`config.mk`:
```
export PLATFORM = sky130hd
export DESIGN_NAME = data_pipe
export DESIGN_NICKNAME = d
export VERILOG_FILES = /design/src/rtl/data_pipe.sv
export SDC_FILE = /design/constraint.sdc
export NUM_CORES = 1
export LEC_CHECK = 0
export CAP_MARGIN = 20
export CORE_MARGIN = 4
export CORE_UTILIZATION = 48
export DETAILED_ROUTE_END_ITERATION = 8
export PLACE_DENSITY = 0.76
export SLEW_MARGIN = 20
export SYNTH_ARGS = -nofsm -noshare
export SYNTH_HDL_FRONTEND = slang
export SYNTH_SLANG_ARGS = --single-unit
```
`constraint.sdc`:
```
create_clock -name clk -period 2.8 [get_ports clk]
set_input_delay 0.56 -clock clk [delete_from_list [all_inputs] [get_ports clk]]
set_output_delay 0.56 -clock clk [all_outputs]
set_load 0.03 [all_outputs]
```
`src/rtl/data_pipe.sv`:
```
// ============================================================================
// data_pipe : enable-gated, valid-tagged delay line with flush and occupancy
// Rev 1.0
// ============================================================================
`default_nettype none

module data_pipe #(
    parameter  int WIDTH = 4,
    parameter  int DEPTH = 3,
    localparam int CW    = $clog2(DEPTH + 1)
) (
    input  logic             clk,
    input  logic             reset,
    input  logic             enable,
    input  logic             flush,
    input  logic             valid_in,
    input  logic [WIDTH-1:0] data_in,
    output logic             valid_out,
    output logic [WIDTH-1:0] data_out,
    output logic [CW-1:0]    count
);

    logic [WIDTH-1:0] r_data [DEPTH];
    logic [DEPTH-1:0] r_valid;
    logic [CW-1:0]    r_count;
    logic [CW-1:0]    w_count_next;

    // Modular CW-bit arithmetic: a transient wrap on +1 is undone by the -1.
    assign w_count_next = r_count + CW'(valid_in) - CW'(r_valid[DEPTH-1]);

    always_ff @(posedge clk) begin
        if (reset) begin
            for (int k = 0; k < DEPTH; k++) begin
                r_data[k] <= '0;
            end
            r_valid <= '0;
            r_count <= '0;
        end else if (flush) begin
            // Data registers intentionally keep their contents.
            r_valid <= '0;
            r_count <= '0;
        end else if (enable) begin
            r_data[0]  <= data_in;
            r_valid[0] <= valid_in;
            for (int k = 1; k < DEPTH; k++) begin
                r_data[k]  <= r_data[k-1];
                r_valid[k] <= r_valid[k-1];
            end
            r_count <= w_count_next;
        end
    end

    assign data_out  = r_data[DEPTH-1];
    assign valid_out = r_valid[DEPTH-1];
    assign count     = r_count;

endmodule

`default_nettype wire

```
* Word level (Yosys, flattened, before mapping) *
Memory sizes are Yosys's and may differ from the RTL's.
Index checks and enable logic that the tools add are counted.
Widths: inputs -> output; s select.

word-level totals
  flip-flop bits (word level) = 5
  bits in writable memories = 12
  output and inout port bits = 7
  memories kept = 1

memory list
  memory  words  bits a word  rd ports  clocked after Yosys merged registers in  write ports  RTL line  text
  r_data  3      4            3         0                                        3            23        logic [WIDTH-1:0] r_data [DEPTH];

cells by class
  add/sub/neg operators = 2
  multiplexer cells = 9
  bitwise operators = 3
  reduce and logical (&&, ||, !) cells = 1

operators by type and width
  operator         number
  $mux 4           3
  $mux 1           6
  $or 1x1->1       3
  $add 2x1->2      1
  $reduce_or 2->1  1
  $sub 2x1->2      1

* Logic depth before layout (Yosys ltp) *
Gate-level depths: netlist of the first run.

  depth in word-level cells = 5
  gate-level depth with buffers = 7

* Worst setup path before layout of the first run *
Ideal clock, no wire load.

  path type = reg-to-reg
  from = register r_count[0] (netlist: count[0])
  to = register r_count[1] (netlist: count[1])
  arrival time = 1662 ps
  path slack = 1079 ps
  cell stages (with the launch flop) = 8
  buffers on the path = 0
  path through = dfxtp_1 -> inv_1 -> ha_1 -> inv_1 -> ha_1 -> xor2_1 -> a2111oi_2 -> a31o_1

on the way
  cells in the longest elaborated chain, start to end = 2

RTL lines
  element                 RTL line  text
  from (decl)             25        logic [CW-1:0] r_count;
  from (signal assigned)  49        r_count <= w_count_next;
  $add 2x1->2             29        assign w_count_next = r_count + CW'(valid_in) - CW'(r_valid[DEPTH-1]);
  $sub 2x1->2             29

No other way between the ends.
A chain may end at the register's enable or synchronous reset.

* Final worst setup path of the first run *
  from = register r_valid[2]
  to = output port valid_out

RTL lines
  element                            RTL line  text
  from (decl)                        24        logic [DEPTH-1:0] r_valid;
  from (signal, indexed assignment)  47        r_valid[k] <= r_valid[k-1];
  to (decl)                          18        output logic valid_out,

No word-level cell between the ends.

==> flow_summary_export.csv, run 1 <==
group,metric,value,unit
yosys,synth_cell_types,15,
yosys,yosysWarnings,0,
sta,fmax,0.5224,GHz
placed_design,io_buffers,15,
global_routing,grt_pass1_wl,1.559,mm
placed_design,hpwl,701.1,µm
drt,drc_errors,0,
pwr,p_sw_frac,0.2229,
drt,num_vias,412,
clocking,post_cts_resized,0,
sta,finalCriticalPeriod,1914,ps
sta,fin_tns_setup,0,ps
run_status,status,"complete, no violations",
yosys,syn_area,742.0,µm²
sta,tightest_slew,548.5,ps
setup_path,cp_cell_sequence,"clkdlybuf4s50_1",
global_routing,antenna_found_initial,0,
pwr,comb_power_share,0.103,
placed_design,dp.cells,79,
yosys,synthTopCellsByCount,"and2_1 (12), edfxtp_1 (12), buf_4 (5), dfxtp_1 (5), nor3_1 (5)",
clocking,cts.path.max_buffers,2,
setup_path,cp_max_fo,3,
pwr,power.clock.fraction,0.278,
yosys,yosysTopAreaCell,"edfxtp_1",
sta,max_slew_margin,0.6343,
setup_path,crit_type,"flip-flop to primary output",
global_routing,grt_max_degree,13,
yosys,synth.area.top_cells,"edfxtp_1 (49%), dfxtp_1 (13%), and2_1 (10%)",
sta,clock_skew,3.000,ps
drt,antenna_left,0,
drt,drtIter0Drc,2,
yosys,synth_edf_count,12,
setup_path,required,2240,ps
clocking,cts_root_buf,"clkbuf_4",
layout,n_fill_cell,103,
placed_design,gp_congestion,0.7082,
pwr,power.switching,0.1027,mW
floorplan,ios,16,
hold_path,hold_path.class,"flip-flop to flip-flop",
pwr,power-per-cell-area,520.8,nW/µm²
drt,vias_per_cell,4.964,
drt,dr.pass1.iters,4,
floorplan,die_x,47.32,µm
clocking,clkLatencyLatePin,280,ps
clocking,cts_tree,"yes",
layout,seqCellArea,460.4,µm²
setup_path,crit_buf_inv,1,
pwr,internal_power,0.3580,mW
drt,drt-total-wl,959,µm
sta,slew_violations,0,
yosys,synthesis.instances,56,
global_routing,grt_pass1_vias,353,
layout,multi_input_comb_area,216.5,µm²
setup_path,slowest_stage,"clkdlybuf4s50_1",
sta,finalCritPeriodShare,0.6836,
pwr,power.leakage,0.3483,nW
pwr,seqPwrFrac,0.619,
layout,layout-drive-gt1-share,0.08824,
clocking,numCtsBuffers,3,
yosys,synth_area_per_cell,13.25,µm²
yosys,synth_ff_type,"edfxtp_1",
floorplan,core_area,1383,µm²
drt,wl_per_cell,11.55,µm
yosys,seq_area_frac_synth,0.6206,
clocking,h-tree-depth,1,
yosys,post-synth-top-area-fraction,0.4857,
job,drv_cap,0,
setup_path,worst_setup_path_start_kind,"flip-flop",
global_routing,grt_overflow_total,0,
sta,setup_viol,0,
floorplan,initial_core_util,0.5367,
clocking,clk_pin_slew_worst_paths,100,ps
sta,hold_violations,0,
yosys,synth_fp_nets,67,
global_routing,grtUsageTotal,0.1053,
clocking,cts_hold_buf,0,
yosys,async_flop_share,0,
layout,diodes,0,
setup_path,end_kind,"primary output",
layout,area_delta_synth_final,19.22,%
sta,rsz0062_at_grt,"false",
pwr,vdd_drop_max,0.2775,mV
setup_path,crit_path_max_incr_delay,690,ps
floorplan,num_rows,13,
yosys,synth_seq_cells,17,
setup_path,worstPathArrival,1350,ps
layout,final_net_count,80,
floorplan,fp.dieH,47.32,µm
layout,finalNonFillerCells,83,
floorplan,die_area,2239,µm²
clocking,cts.sinks,17,
setup_path,critical-path-top-delay-family,"buffers and inverters",
clocking,post-cts-setup-buffers,0,
## worst paths after layout
kind / from / end / slack, ps / depth (start not counted)
max: r_valid[2]$_SDFFE_PP0P_ / valid_out / 890 / 1
min: r_data[0][4]$_SDFFCE_PN0P_ / r_data[0][8]$_SDFFCE_PN0P_ / 530 / 1
max reg2reg: count[0]$_SDFFE_PP0P_ / count[1]$_SDFFE_PP0P_ / 1210 / 7
min reg2reg: r_data[0][4]$_SDFFCE_PN0P_ / r_data[0][8]$_SDFFCE_PN0P_ / 530 / 1
## metrics by stage
step                      total power, mW  setup WS [ps]  hold WS, ps    util  instance area (µm²)
after detailed placement           0.3388          625.2        504.1  0.6199                857.1
after global routing               0.4776          833.8        540.1  0.6398                884.6
after floorplan                    0.3222           1079        495.1       -                742.0
final                              0.4607          885.8        526.7  0.6398                884.6
after CTS                          0.4652          877.5        528.1  0.6398                884.6
after global placement             0.3374          655.5        498.6  0.6199                857.1
## state kept, by name (all words and copies together) (netlist names)
register  flops
count         2
r_data       12
r_valid       3
## area by class of cell
cell class                      count  area share
Multi-Input combinational cell     29      0.2447
Clock buffer                        3     0.02546
Sequential cell                    17      0.5205
Clock inverter                      1    0.005658
Inverter                            3     0.01273
Timing Repair Buffer               15      0.1697
Tap cell                           15     0.02122
## power groups by stage
stage               Sequential [mW]  Clock [mW]  Combinational, mW
detailed placement            0.291           0             0.0476
global route                  0.286       0.140             0.0517
finish                        0.285       0.128             0.0472
CTS                           0.285       0.132             0.0477
global placement              0.290           0             0.0470
floorplan                     0.291           0             0.0308
## placed cells by master, fill, tap and decap left out, drive strengths merged
cell	synthesis	layout
mux2i	4	4
edfxtp	12	12
nand2b	2	2
ha	2	2
clkbuf	0	3
a2111oi	1	1
a31o	1	1
clkdlybuf4s50	0	15
dfxtp	5	5
nor3	5	5
nor2	1	1
and2	12	12
xor2	1	1
inv	3	3
clkinv	0	1
## layer usage
layer,up-vias,share of wire,global-route usage
li1,211,-,-
met1,188,0.45,0.1394
met3,2,0.077,0.02299
met2,11,0.45,0.1471
met4,0,0.016,0.08287
met5,-,0,0
## cell families (layout without fill, tap and decap cells)
logic type / after synthesis / in the layout / synth area share
AO/OA/AOI/OAI: 2 / 2 / 0.03204
XOR/XNOR: 1 / 1 / 0.01181
adder cells (fa/ha/maj): 2 / 2 / 0.03372
buffers and inverters: 10 / 22 / 0.08769
flip-flops: 17 / 17 / 0.6206
multiplexers: 4 / 4 / 0.05397
AND/OR/NAND/NOR: 20 / 20 / 0.1602
## worst register-to-register path, cell delays in order (launching register included)
cell       delay, ps
dfxtp_1          370
inv_1             50
ha_1             260
inv_1             40
ha_1             170
xor2_1           160
a2111oi_2        360
a31o_1           140
Power figures use the tool's default switching activity.
==> run 2: changes to the inputs <==
--- a/config.mk
+++ b/config.mk
@@ -7,9 +7,9 @@
 export LEC_CHECK = 0
 export CAP_MARGIN = 20
 export CORE_MARGIN = 4
-export CORE_UTILIZATION = 48
+export CORE_UTILIZATION = 43
 export DETAILED_ROUTE_END_ITERATION = 8
-export PLACE_DENSITY = 0.76
+export PLACE_DENSITY = 0.72
 export SLEW_MARGIN = 20
 export SYNTH_ARGS = -nofsm -noshare
 export SYNTH_HDL_FRONTEND = slang
==> constraint.sdc (replaced) <==
create_clock -name clk -period 1.65 [get_ports clk]
set_input_delay 0.33 -clock clk [delete_from_list [all_inputs] [get_ports clk]]
set_output_delay 0.33 -clock clk [all_outputs]
set_load 0.03 [all_outputs]
==> run 2 against run 1 <==
Effect of this change: power up 72%; largest cell class unchanged; clock skew about the same; die area rose by 9.6%; setup slack worse by 730 ps; sequential share of layout area down 2.9 points; critical path type is now flip-flop to flip-flop; count of clock-buffer cells in the layout did not move; register-to-register slack worse by 1100 ps.
==> flow_summary_export.csv, run 2 (same netlist as run 1, synthesis figures left out) <==
group,metric,value,unit
clocking,cts.path.max_buffers,2,
drt,antenna_left,0,
setup_path,crit_path_max_incr_delay,340,ps
layout,layout_common_cells,"and2_1 (12), edfxtp_1 (12), clkdlybuf4s50_1 (8)",
hold_path,hold_path.class,"flip-flop to flip-flop",
global_routing,antenna_found_initial,0,
sta,max_slew_margin,0.7688,
layout,diodes,0,
placed_design,gp_congestion,0.6770,
floorplan,die_area,2454,µm²
setup_path,reg2reg_depth,7,
drt,vias_per_cell,4.886,
floorplan,initial_core_util,0.4706,
sta,setup_viol,0,
sta,fmax,0.6692,GHz
clocking,clk_pin_slew_worst_paths,100,ps
setup_path,startpoint,"count[0]$_SDFFE_PP0P_",
sta,finalCritPeriodShare,0.9057,
sta,finalCriticalPeriod,1494,ps
layout,largest_register_ffs,12,
placed_design,post-place-ws,-39.56,ps
job,drv_cap,0,
floorplan,die_x,49.54,µm
clocking,cts_tree,"yes",
clocking,post-cts-setup-buffers,0,
drt,drt-total-wl,1.016,mm
sta,clock_skew,2.859,ps
placed_design,io_buffers,15,
clocking,cts_root_buf,"clkbuf_4",
clocking,h-tree-depth,1,
global_routing,grt_max_degree,13,
global_routing,grt_pass1_vias,444,
sta,tightest_slew,346.5,ps
layout,area_delta_synth_final,26.64,%
setup_path,worst_setup_path_start_kind,"flip-flop",
setup_path,crit_buf_inv,2,
layout,layout-drive-gt1-share,0.1528,
drt,num_vias,430,
clocking,numCtsBuffers,3,
setup_path,r2r_slack,160,ps
run_status,status,"complete, no violations",
pwr,vdd_drop_max,0.5179,mV
layout,top_register,"r_data",
setup_path,cp_max_fo,3,
placed_design,hpwl,742.3,µm
drt,drc_errors,0,
setup_path,rr_startpoint,"count[0]$_SDFFE_PP0P_",
setup_path,r2r_end,"count[1]$_SDFFE_PP0P_",
global_routing,grt_overflow_total,0,
setup_path,required,1890,ps
sta,fin_ws,155.6,ps
global_routing,grt_pass1_wl,1.794,mm
clocking,clkLatencyLatePin,290,ps
drt,wl_per_cell,11.55,µm
drt,dr.pass1.iters,3,
setup_path,cp.depth,7,
drt,drtIter0Drc,4,
setup_path,cp_cell_sequence,"inv_1 -> ha_1 -> inv_1 -> ha_1 -> xor2_1 -> a2111oi_2 -> a31o_1",
setup_path,end_kind,"flip-flop",
clocking,cts.sinks,17,
sta,hold_violations,0,
layout,fin_area,939.7,µm²
sta,rsz0062_at_grt,"false",
setup_path,crit_type,"flip-flop to flip-flop",
setup_path,slowest_stage,"dfxtp_2",
floorplan,num_rows,14,
floorplan,core_area,1577,µm²
sta,slew_violations,0,
setup_path,critical-path-top-delay-family,"adder cells",
setup_path,endpoint,"count[1]$_SDFFE_PP0P_",
global_routing,grtUsageTotal,0.09809,
placed_design,dpl_cell_area,902.1,µm²
setup_path,worstPathArrival,1730,ps
floorplan,ios,16,
pwr,power-per-cell-area,843.5,nW/µm²
layout,final_net_count,84,
pwr,power.leakage,0.4525,nW
floorplan,fp.dieH,49.54,µm
run 2: stage by stage:
step	util	hold WS, ps	TNS, ps	std cells	power [mW]
floorplan	-	401.8	0	56	0.5470
global placement	0.5722	499.5	-0.7393	84	0.5856
detailed placement	0.5722	506.7	-39.56	84	0.5881
CTS	0.5881	533.0	0	88	0.8073
global route	0.5960	562.5	0	88	0.8372
finish	0.5960	526.8	0	88	0.7925
run 2: final cells by class:
class | instances | area, µm²
clock buffer | 3 | 22.52
clock inverter | 1 | 5.005
fill | 129 | 636.9
inverter | 3 | 11.26
multi-input combinational | 29 | 216.5
sequential | 17 | 461.7
tap | 16 | 20.02
timing repair buffer | 19 | 202.7
run 2: metal layers:
layer  share of wire  track usage  vias to the layer above
li1                -            -                      220
met1            0.43       0.1105                      195
met2            0.47       0.1476                       13
met3           0.084      0.04217                        2
met4          0.0098      0.06912                        0
met5               0            0                        -
run 2: where the power goes:
group / switching (mW) / total [mW] / internal [mW]
registers: 0.00485 / 0.484 / 0.479
clock network: 0.127 / 0.217 / 0.0901
logic: 0.0438 / 0.0918 / 0.0479
total: 0.176 / 0.793 / 0.617
run 2: worst min-delay path by stage:
stage                               startpoint                     endpoint  depth (start not counted)
floorplan                                flush        count[0]$_SDFFE_PP0P_                          1
global placement    r_data[0][7]$_SDFFCE_PN0P_  r_data[0][11]$_SDFFCE_PN0P_                          1
detailed placement  r_data[0][6]$_SDFFCE_PN0P_  r_data[0][10]$_SDFFCE_PN0P_                          1
CTS                 r_data[0][3]$_SDFFCE_PN0P_   r_data[0][7]$_SDFFCE_PN0P_                          1
global route        r_data[0][7]$_SDFFCE_PN0P_  r_data[0][11]$_SDFFCE_PN0P_                          1
finish              r_data[0][3]$_SDFFCE_PN0P_   r_data[0][7]$_SDFFCE_PN0P_                          1
run 2: repair_timing:
item                                    in CTS  in global routing
gates cloned                                 0                  0
pin swaps                                    0                  1
hold buffers                                 0                  0
resized for setup                            2                  5
endpoints found under the setup margin       2                  6
==> run 3: changes to the inputs <==
--- a/config.mk
+++ b/config.mk
@@ -9,6 +9,7 @@
 export CORE_MARGIN = 4
 export CORE_UTILIZATION = 43
 export DETAILED_ROUTE_END_ITERATION = 8
+export GPL_ROUTABILITY_DRIVEN = 0
 export PLACE_DENSITY = 0.72
 export SLEW_MARGIN = 20
 export SYNTH_ARGS = -nofsm -noshare
==> results of run 3 <==
The final DEF is identical to that of run 2; final timing and power are the same.
